**src/rtl/plab3_mem_l2_req_arbiter.sv**
```systemverilog
// plab3_mem_l2_req_arbiter: round-robin two-port front end for the blocking L2.
// One transaction in flight; the response is routed back to its issuing port.
module plab3_mem_l2_req_arbiter #(
  parameter int p_opaque_nbits = 8,
  parameter int abw = 32,
  parameter int clw = 128,
  parameter int p_timeout = 255,
  localparam int LenW = $clog2(clw / 8),
  localparam int ReqW = 3 + p_opaque_nbits + abw + LenW + clw,
  localparam int RespW = 3 + p_opaque_nbits + 2 + LenW + clw
) (
  input  logic             clk,
  input  logic             reset,

  input  logic [ReqW-1:0]  req0_msg,
  input  logic             req0_val,
  output logic             req0_rdy,
  input  logic             req0_insecure,

  input  logic [ReqW-1:0]  req1_msg,
  input  logic             req1_val,
  output logic             req1_rdy,
  input  logic             req1_insecure,

  output logic [RespW-1:0] resp0_msg,
  output logic             resp0_val,
  input  logic             resp0_rdy,

  output logic [RespW-1:0] resp1_msg,
  output logic             resp1_val,
  input  logic             resp1_rdy,

  output logic [ReqW-1:0]  cachereq_msg,
  output logic             cachereq_val,
  input  logic             cachereq_rdy,
  output logic             insecure,

  input  logic [RespW-1:0] cacheresp_msg,
  input  logic             cacheresp_val,
  output logic             cacheresp_rdy,

  output logic             owner,
  output logic             timeout_err
);

  typedef enum logic {
    IDLE      = 1'b0,
    WAIT_RESP = 1'b1
  } state_e;

  state_e      state_q, state_d;
  logic        prio_q, prio_d;
  logic        owner_q, owner_d;
  logic        oinsec_q, oinsec_d;
  logic        timeout_q, timeout_d;
  logic [15:0] wd_q, wd_d;

  logic            any_req;
  logic            pref_val;
  logic            grant;
  logic [ReqW-1:0] grant_msg;
  logic            grant_insec;
  logic            own_rdy;

  assign any_req     = req0_val | req1_val;
  assign pref_val    = prio_q ? req1_val : req0_val;
  assign grant       = pref_val ? prio_q : ~prio_q;
  assign grant_msg   = grant ? req1_msg : req0_msg;
  assign grant_insec = grant ? req1_insecure : req0_insecure;
  assign own_rdy     = owner_q ? resp1_rdy : resp0_rdy;

  assign owner       = owner_q;
  assign timeout_err = timeout_q;

  always_ff @(posedge clk or negedge reset) begin
    if (!reset) begin
      state_q   <= IDLE;
      prio_q    <= 1'b0;
      owner_q   <= 1'b0;
      oinsec_q  <= 1'b0;
      wd_q      <= '0;
      timeout_q <= 1'b0;
    end else begin
      state_q   <= state_d;
      prio_q    <= prio_d;
      owner_q   <= owner_d;
      oinsec_q  <= oinsec_d;
      wd_q      <= wd_d;
      timeout_q <= timeout_d;
    end
  end

  always_comb begin
    state_d   = state_q;
    prio_d    = prio_q;
    owner_d   = owner_q;
    oinsec_d  = oinsec_q;
    wd_d      = wd_q;
    timeout_d = timeout_q;
    unique case (state_q)
      IDLE: begin
        if (any_req && cachereq_rdy) begin
          owner_d  = grant;
          oinsec_d = grant_insec;
          wd_d     = '0;
          state_d  = WAIT_RESP;
        end
      end
      WAIT_RESP: begin
        if (cacheresp_val && own_rdy) begin
          state_d = IDLE;
          prio_d  = ~owner_q;
        end else begin
          if (wd_q != 16'hFFFF) wd_d = wd_q + 16'd1;
          if (wd_q == 16'(p_timeout)) timeout_d = 1'b1;
        end
      end
    endcase
  end

  // Outputs forced quiet while reset is held low, whatever the inputs do.
  always_comb begin
    req0_rdy      = 1'b0;
    req1_rdy      = 1'b0;
    resp0_msg     = '0;
    resp0_val     = 1'b0;
    resp1_msg     = '0;
    resp1_val     = 1'b0;
    cachereq_msg  = '0;
    cachereq_val  = 1'b0;
    insecure      = 1'b0;
    cacheresp_rdy = 1'b0;
    if (reset) begin
      unique case (state_q)
        IDLE: begin
          cachereq_msg = grant_msg;
          cachereq_val = any_req;
          insecure     = grant_insec;
          req0_rdy     = ~grant & cachereq_rdy;
          req1_rdy     = grant & cachereq_rdy;
        end
        WAIT_RESP: begin
          insecure      = oinsec_q;
          cacheresp_rdy = own_rdy;
          if (owner_q) begin
            resp1_msg = cacheresp_msg;
            resp1_val = cacheresp_val;
          end else begin
            resp0_msg = cacheresp_msg;
            resp0_val = cacheresp_val;
          end
        end
      endcase
    end
  end

endmodule

```
**config.mk**
```make
export PLATFORM = sky130hd
export DESIGN_NAME = plab3_mem_l2_req_arbiter
export DESIGN_NICKNAME = d
export VERILOG_FILES = /design/src/rtl/plab3_mem_l2_req_arbiter.sv
export SDC_FILE = /design/constraint.sdc
export NUM_CORES = 1
export LEC_CHECK = 0
export ABC_AREA = 1
export BUFFER_PORTS_ARGS = -buffer_cell sky130_fd_sc_hd__buf_2
export CAP_MARGIN = 20
export CORE_AREA = 2 2 379 381
export CTS_BUF_LIST = sky130_fd_sc_hd__clkbuf_4 sky130_fd_sc_hd__clkbuf_8
export DETAILED_ROUTE_END_ITERATION = 10
export DIE_AREA = 0 0 381 383
export PLACE_DENSITY = 0.33
export SLEW_MARGIN = 40
export SYNTH_ARGS = -nofsm -noshare
export SYNTH_HDL_FRONTEND = slang
export SYNTH_SLANG_ARGS = --single-unit
export TNS_END_PERCENT = 100
```
**constraint.sdc**
```tcl
create_clock -name clk -period 1.94 [get_ports clk]
set_clock_uncertainty 0.1 [all_clocks]
set_input_delay 0 -clock clk [delete_from_list [all_inputs] [get_ports clk]]
set_output_delay 0 -clock clk [all_outputs]
set_load 0.005 [all_outputs]
```
==> results.yml, run 1 <==
sta:
  setup_viol: 133
  rsz0062_at_grt: "yes"
  hold_viol: 0
  relSlewSlack: 0.723
  worst_slack_ps: -115
  finalCritPeriodShare: 1.06
  tightest_slew_ps: 415
  drv_slew: 0
  fin_crit_ps: 2060
  max_freq_mhz: 487
power:
  leakagePower_nw: 8.56
  p_per_area_nw_per_um2: 840
  swShare: 0.570
  irDropWorstVdd_mv: 0.317
  power_w: 0.0126
  p_int_w: 0.00541
  pwr-share-comb: 0.930
  p_seq_frac: 0.045
  clkPwrFrac: 0.025
  switchingPower_w: 0.00718
die:
  rows: 139
  die_h_um: 383
  dieArea_um2: 146000
  initial_core_util: 0.0395
  core_um2: 142000
  die_w_um: 381
  ioPinCount: 979
placed_design:
  io_buffers: 978
  dpl_cell_area_um2: 13500
  hpwl_mm: 97.6
  place.gp.congestion: 0.911
min_path:
  holdPathStages: 3
  worstHoldPathType: "primary input to flop"
route:
  drc: 0
  detail_route.wl_per_cell_um: 26.1
  wl_mm: 110
  detail-route-antenna-nets: 0
  drt_pass1_iterations: 5
  vias_per_cell: 3.12
  dr_total_vias: 13100
  drt-initial-drc-count: 931
setup_path:
  critPathArrivalTime_ps: 1960
  path_max_fanout: 25
  cp-start-kind: "flop"
  path_class: "flop to output pin"
  endpoint_kind: "output pin"
  ff2ff_path_depth: 9
  cp.required_ps: 1840
finish:
  area_growth_pct: 166
  layout.nets: 2792
  multiInputGateArea_um2: 4570
  fin_area_um2: 15000
  area.sequential_um2: 526
  drive_gt1_frac: 0.542
  fillers: 17200
synth:
  synth_top_area_cell: "nor2_1"
  synthTopCellsByArea: "nor2_1, o21ai_0, inv_1, dfrtp_1, nand2_1"
  ys_seq_area_frac: 0.0934
  synth-seq-cells: 21
  yosysWarningCount: 0
  synth_top_area_share: 0.453
  synth_cell_types: 28
  synthCells: 1266
  synth-edff-count: 0
  yosysMostFrequentCell: "nor2_1"
  synthFlopType: "dfrtp_1"
  async_flop_share: 1.00
  synth_common_cells: "nor2_1, o21ai_0, inv_1, nand2_1, buf_2"
  syn_area_um2: 5620
  postSynthNetCount: 1772
  avgSynthCellArea_um2: 4.44
run:
  maxCapViolCount: 0
global_routing:
  grt_pass1_vias: 11700
  antenna_found_initial: 136
  grt_max_degree: 55
  use_met2: 0.224
  use_met3: 0.0628
  grt_most_used_layer: "met2"
  gr-usage-met1: 0.174
  grt_pass1_wl_mm: 132
  grt-ovfl-total: 0
  grt_use_total: 0.139
clock_tree:
  cts_max_path_buffers: 2
  clock-root-buffer: "clkbuf_8"
  ctsHtreeMaxLevel: 1
  numCtsBuffers: 3
  cts_tree: "done"
  path_clk_slew_ps: 90
  clk_latency_ps: 270
  clkSinkCount: 21
run_status:
  status: "finished, violations left"
  violations: "negative setup slack"
registers in the layout (all words and copies together), names as in the netlist:
signal       cells
oinsec_q         1
state_q          1
owner            1
wd_q            16
timeout_err      1
prio_q           1
metal layers:
| layer | wire (um) | vias to the layer above |
|---|---|---|
| li1 | - | 5852 |
| met1 | 45000 | 6074 |
| met2 | 49300 | 895 |
| met3 | 12600 | 242 |
| met4 | 2290 | 70 |
| met5 | 458 | - |
final cells by class:
type | instances | area share
antenna | 21 | 0.00351
clock buffer | 3 | 0.00275
clock inverter | 1 | 0.000334
inverter | 166 | 0.0442
multi-input combinational | 989 | 0.305
sequential | 21 | 0.0351
tap | 1903 | 0.159
timing repair buffer | 1103 | 0.449
timing repair inverter | 2 | 0.00134
metrics by stage:
stage / util / hold slack (ps) / instances / TNS, ps / setup slack, ps
4_1_cts: 0.102 / 10.1 / 4177 / -9350 / -108
3_3_place_gp: 0.0948 / 6.07 / 4149 / -467 / -165
3_5_place_dp: 0.0948 / 15.7 / 4149 / -475 / -191
6_report: 0.105 / 11.1 / 4209 / -6540 / -115
5_1_grt: 0.105 / 40.9 / 4193 / -18970 / -185
2_1_floorplan: - / -396 / 1266 / 0 / 360
power by group through the flow:
stage	Sequential, W	Clock [W]	Combinational, W
final	0.000571	0.000313	0.0117
after global routing	0.000575	0.000344	0.0126
after global placement	0.000568	0	0.00952
after CTS	0.000570	0.000329	0.0111
after floorplan	0.000573	0	0.00352
after detailed placement	0.000568	0	0.00943
cell usage in the layout (no fill, tap or decap), drive strengths merged, types with 4 or more instances in the layout:
| cell type | netlist | final |
|---|---|---|
| a21oi | 4 | 4 |
| inv | 165 | 167 |
| nor3 | 4 | 4 |
| nor2 | 680 | 680 |
| nand2 | 92 | 93 |
| clkbuf | 33 | 8 |
| o21ai | 182 | 182 |
| dfrtp | 21 | 21 |
| buf | 58 | 1095 |
| nand3 | 15 | 15 |
| diode | 0 | 21 |
final timing paths:
check | from | end | slack [ps]
worst max-delay path | prio_q | cachereq_msg[24] | -120
worst min-delay path | req1_insecure | oinsec_q | 10
worst max register to register | wd_q[1] | wd_q[14] | 210
worst min register to register | timeout_err | timeout_err | 400
max in group asynchronous | reset | wd_q[9] | 1130
min in group asynchronous | reset | wd_q[5] | 440
logic make-up after synthesis:
| group | Yosys count | share of synthesized area |
|---|---|---|
| xor gates and xnor gates | 2 | 0.00312 |
| and+or+nand+nor | 795 | 0.542 |
| DFF | 21 | 0.0934 |
| adders and majority gates | 1 | 0.00222 |
| muxes | 1 | 0.00178 |
| buffers and inverters | 257 | 0.186 |
| AOI/OAI and AO/OA | 189 | 0.172 |
timing repair:
item	in CTS	in global routing
pin swaps	33	9
hold endpoints to repair	22	0
hold buffers	2	0
endpoints found under the setup margin	316	220
setup buffers	11	5
gates resized for setup	201	120
cloned	14	7
worst max-delay path: stages, from the launching register on:
cell,delay [ps]
dfrtp_1,440
inv_2,60
nand2_4,90
nand2_8,150
buf_12,220
buf_16,130
buf_12,150
o21ai_1,200
nor2_1,60
buf_2,120
No activity file was read; power rests on OpenSTA's default activity.
==> inputs of run 2 (changes only) <==
--- a/config.mk
+++ b/config.mk
@@ -17,4 +17,4 @@
 export SYNTH_ARGS = -nofsm -noshare
 export SYNTH_HDL_FRONTEND = slang
 export SYNTH_SLANG_ARGS = --single-unit
-export TNS_END_PERCENT = 100
+export TNS_END_PERCENT = 5
==> results.yml, run 2 (synthesis results as in run 1) <==
sta:
  drv_slew: 0
  hold_viol: 0
  relSlewSlack: 0.681
  max_freq_mhz: 487
  setup_viol: 80
  worst_slack_ps: -114
  tightest_slew_ps: 478
  finalCritPeriodShare: 1.06
  rsz0062_at_grt: "yes"
  fin_crit_ps: 2050
  timing.hold.ws_ps: 9.71
route:
  dr_total_vias: 12900
  detail_route.wl_per_cell_um: 25.8
  drt_pass1_iterations: 5
  drt-initial-drc-count: 998
  wl_mm: 108
  detail-route-antenna-nets: 0
  vias_per_cell: 3.08
  drc: 0
power:
  p_int_w: 0.00517
  switchingPower_w: 0.00689
  p_per_area_nw_per_um2: 822
  pwr-share-comb: 0.927
  irDropWorstVdd_mv: 0.489
  swShare: 0.571
  clkPwrFrac: 0.026
  p_seq_frac: 0.047
  leakagePower_nw: 8.43
global_routing:
  grt_max_degree: 109
  grt_pass1_wl_mm: 131
  grt_use_total: 0.138
  grt_pass1_vias: 11600
  grt-ovfl-total: 0
  antenna_found_initial: 137
placed_design:
  hpwl_mm: 97.6
  io_buffers: 978
  dp_cells: 4149
  place.gp.congestion: 0.911
die:
  rows: 139
  die_h_um: 383
  core_um2: 142000
  dieArea_um2: 146000
  die_w_um: 381
  initial_core_util: 0.0395
  ioPinCount: 979
finish:
  layout.nets: 2779
  fillers: 17200
  largest_reg_flops: 16
  layout_common_cells: "buf_2, nor2_1, inv_1"
  drive_gt1_frac: 0.532
  final_core_util: 0.103
  layout_commonest_cell: "buf_2"
  area_growth_pct: 161
  stdcell_count: 4192
  regMostFlops: "wd_q"
clock_tree:
  numCtsBuffers: 3
  cts_tree: "done"
  clkSinkCount: 21
  clock-root-buffer: "clkbuf_8"
  path_clk_slew_ps: 90
  cts_max_path_buffers: 2
  ctsHtreeMaxLevel: 1
  clk_latency_ps: 270
run_status:
  violations: "negative setup slack"
  status: "finished, violations left"
setup_path:
  path_class: "flop to output pin"
  endpoint_kind: "output pin"
  cp-start-kind: "flop"
  path_max_fanout: 17
  critPathArrivalTime_ps: 1950
  cp.required_ps: 1840
run:
  maxCapViolCount: 0
min_path:
  worstHoldPathType: "primary input to flop"
[run 2: changes by cell type in the layout (fill, tap and decap cells not counted), moves of 2 or more]
cell     delta
buf_12      -2
diode_2     -4
o21ai_0    +12
buf_8       +4
o21ai_2     -4
buf_6       -4
buf_16      -3
buf_4       -7
nor2_4      -8
o21ai_1     -7
nor2_2      -5
nor2_1     +13
[run 2: routing by layer]
metal	wire length, um	vias up	GRT usage
met4	2270	72	0.0156
met5	459	-	0
met2	48700	859	0.222
met1	44200	5914	0.172
li1	-	5823	-
met3	12500	240	0.0641
[run 2: final cells by class]
class	count	area (um2)	area share
repair buffers	1091	6550	0.446
repair inverters	1	8.76	0.000597
well taps	1903	2380	0.162
inverters	166	652	0.0444
flip-flops and latches	21	526	0.0358
clock inverters	1	5.00	0.000341
clock buffers	3	41.3	0.00281
diodes	17	42.5	0.00290
multi-input cells	989	4470	0.305
[run 2: worst max-delay path: stages, from the launching register on]
cell and delay [ps]:
dfrtp_1 440, inv_2 60, nand2_4 110, nand2_8 140, inv_16 160, buf_6 210
nor2_1 90, nor2_4 240, buf_2 170
[run 2: power by group through the flow]
stage               logic, W  registers (W)  clock network, W
global placement     0.00952       0.000568                 0
detailed placement   0.00943       0.000568                 0
floorplan            0.00352       0.000573                 0
global route          0.0121       0.000575          0.000344
CTS                   0.0108       0.000570          0.000329
finish                0.0112       0.000570          0.000311
[run 2: timing repair]
action	CTS	global route
buffers inserted	10	0
resized for setup	166	118
endpoints found under the setup margin	316	269
hold endpoints to repair	22	0
hold buffers	2	0
pin swaps	26	42
cloned	10	4
[run 2: through the flow]
| step | cell area, um2 | setup TNS (ps) | power (W) | worst slack [ps] |
|---|---|---|---|---|
| 3_3_place_gp | 13500 | -467 | 0.0101 | -165 |
| 5_1_grt | 14600 | -15000 | 0.0130 | -180 |
| 2_1_floorplan | 5620 | 0 | 0.00409 | 360 |
| 6_report | 14700 | -2220 | 0.0121 | -114 |
| 3_5_place_dp | 13500 | -475 | 0.0100 | -191 |
| 4_1_cts | 14300 | -9120 | 0.0117 | -109 |
[run 2: final timing paths]
check                              start          endpoint  slack (ps)  cells after the start
max                               prio_q  cachereq_msg[57]        -110                      8
min                        req1_insecure          oinsec_q          10                      3
max reg2reg                      wd_q[1]          wd_q[14]         210                      9
min reg2reg                     oinsec_q          oinsec_q         400                      2
max in group asynchronous          reset          wd_q[11]        1110                      3
min in group asynchronous          reset           wd_q[5]         450                      3
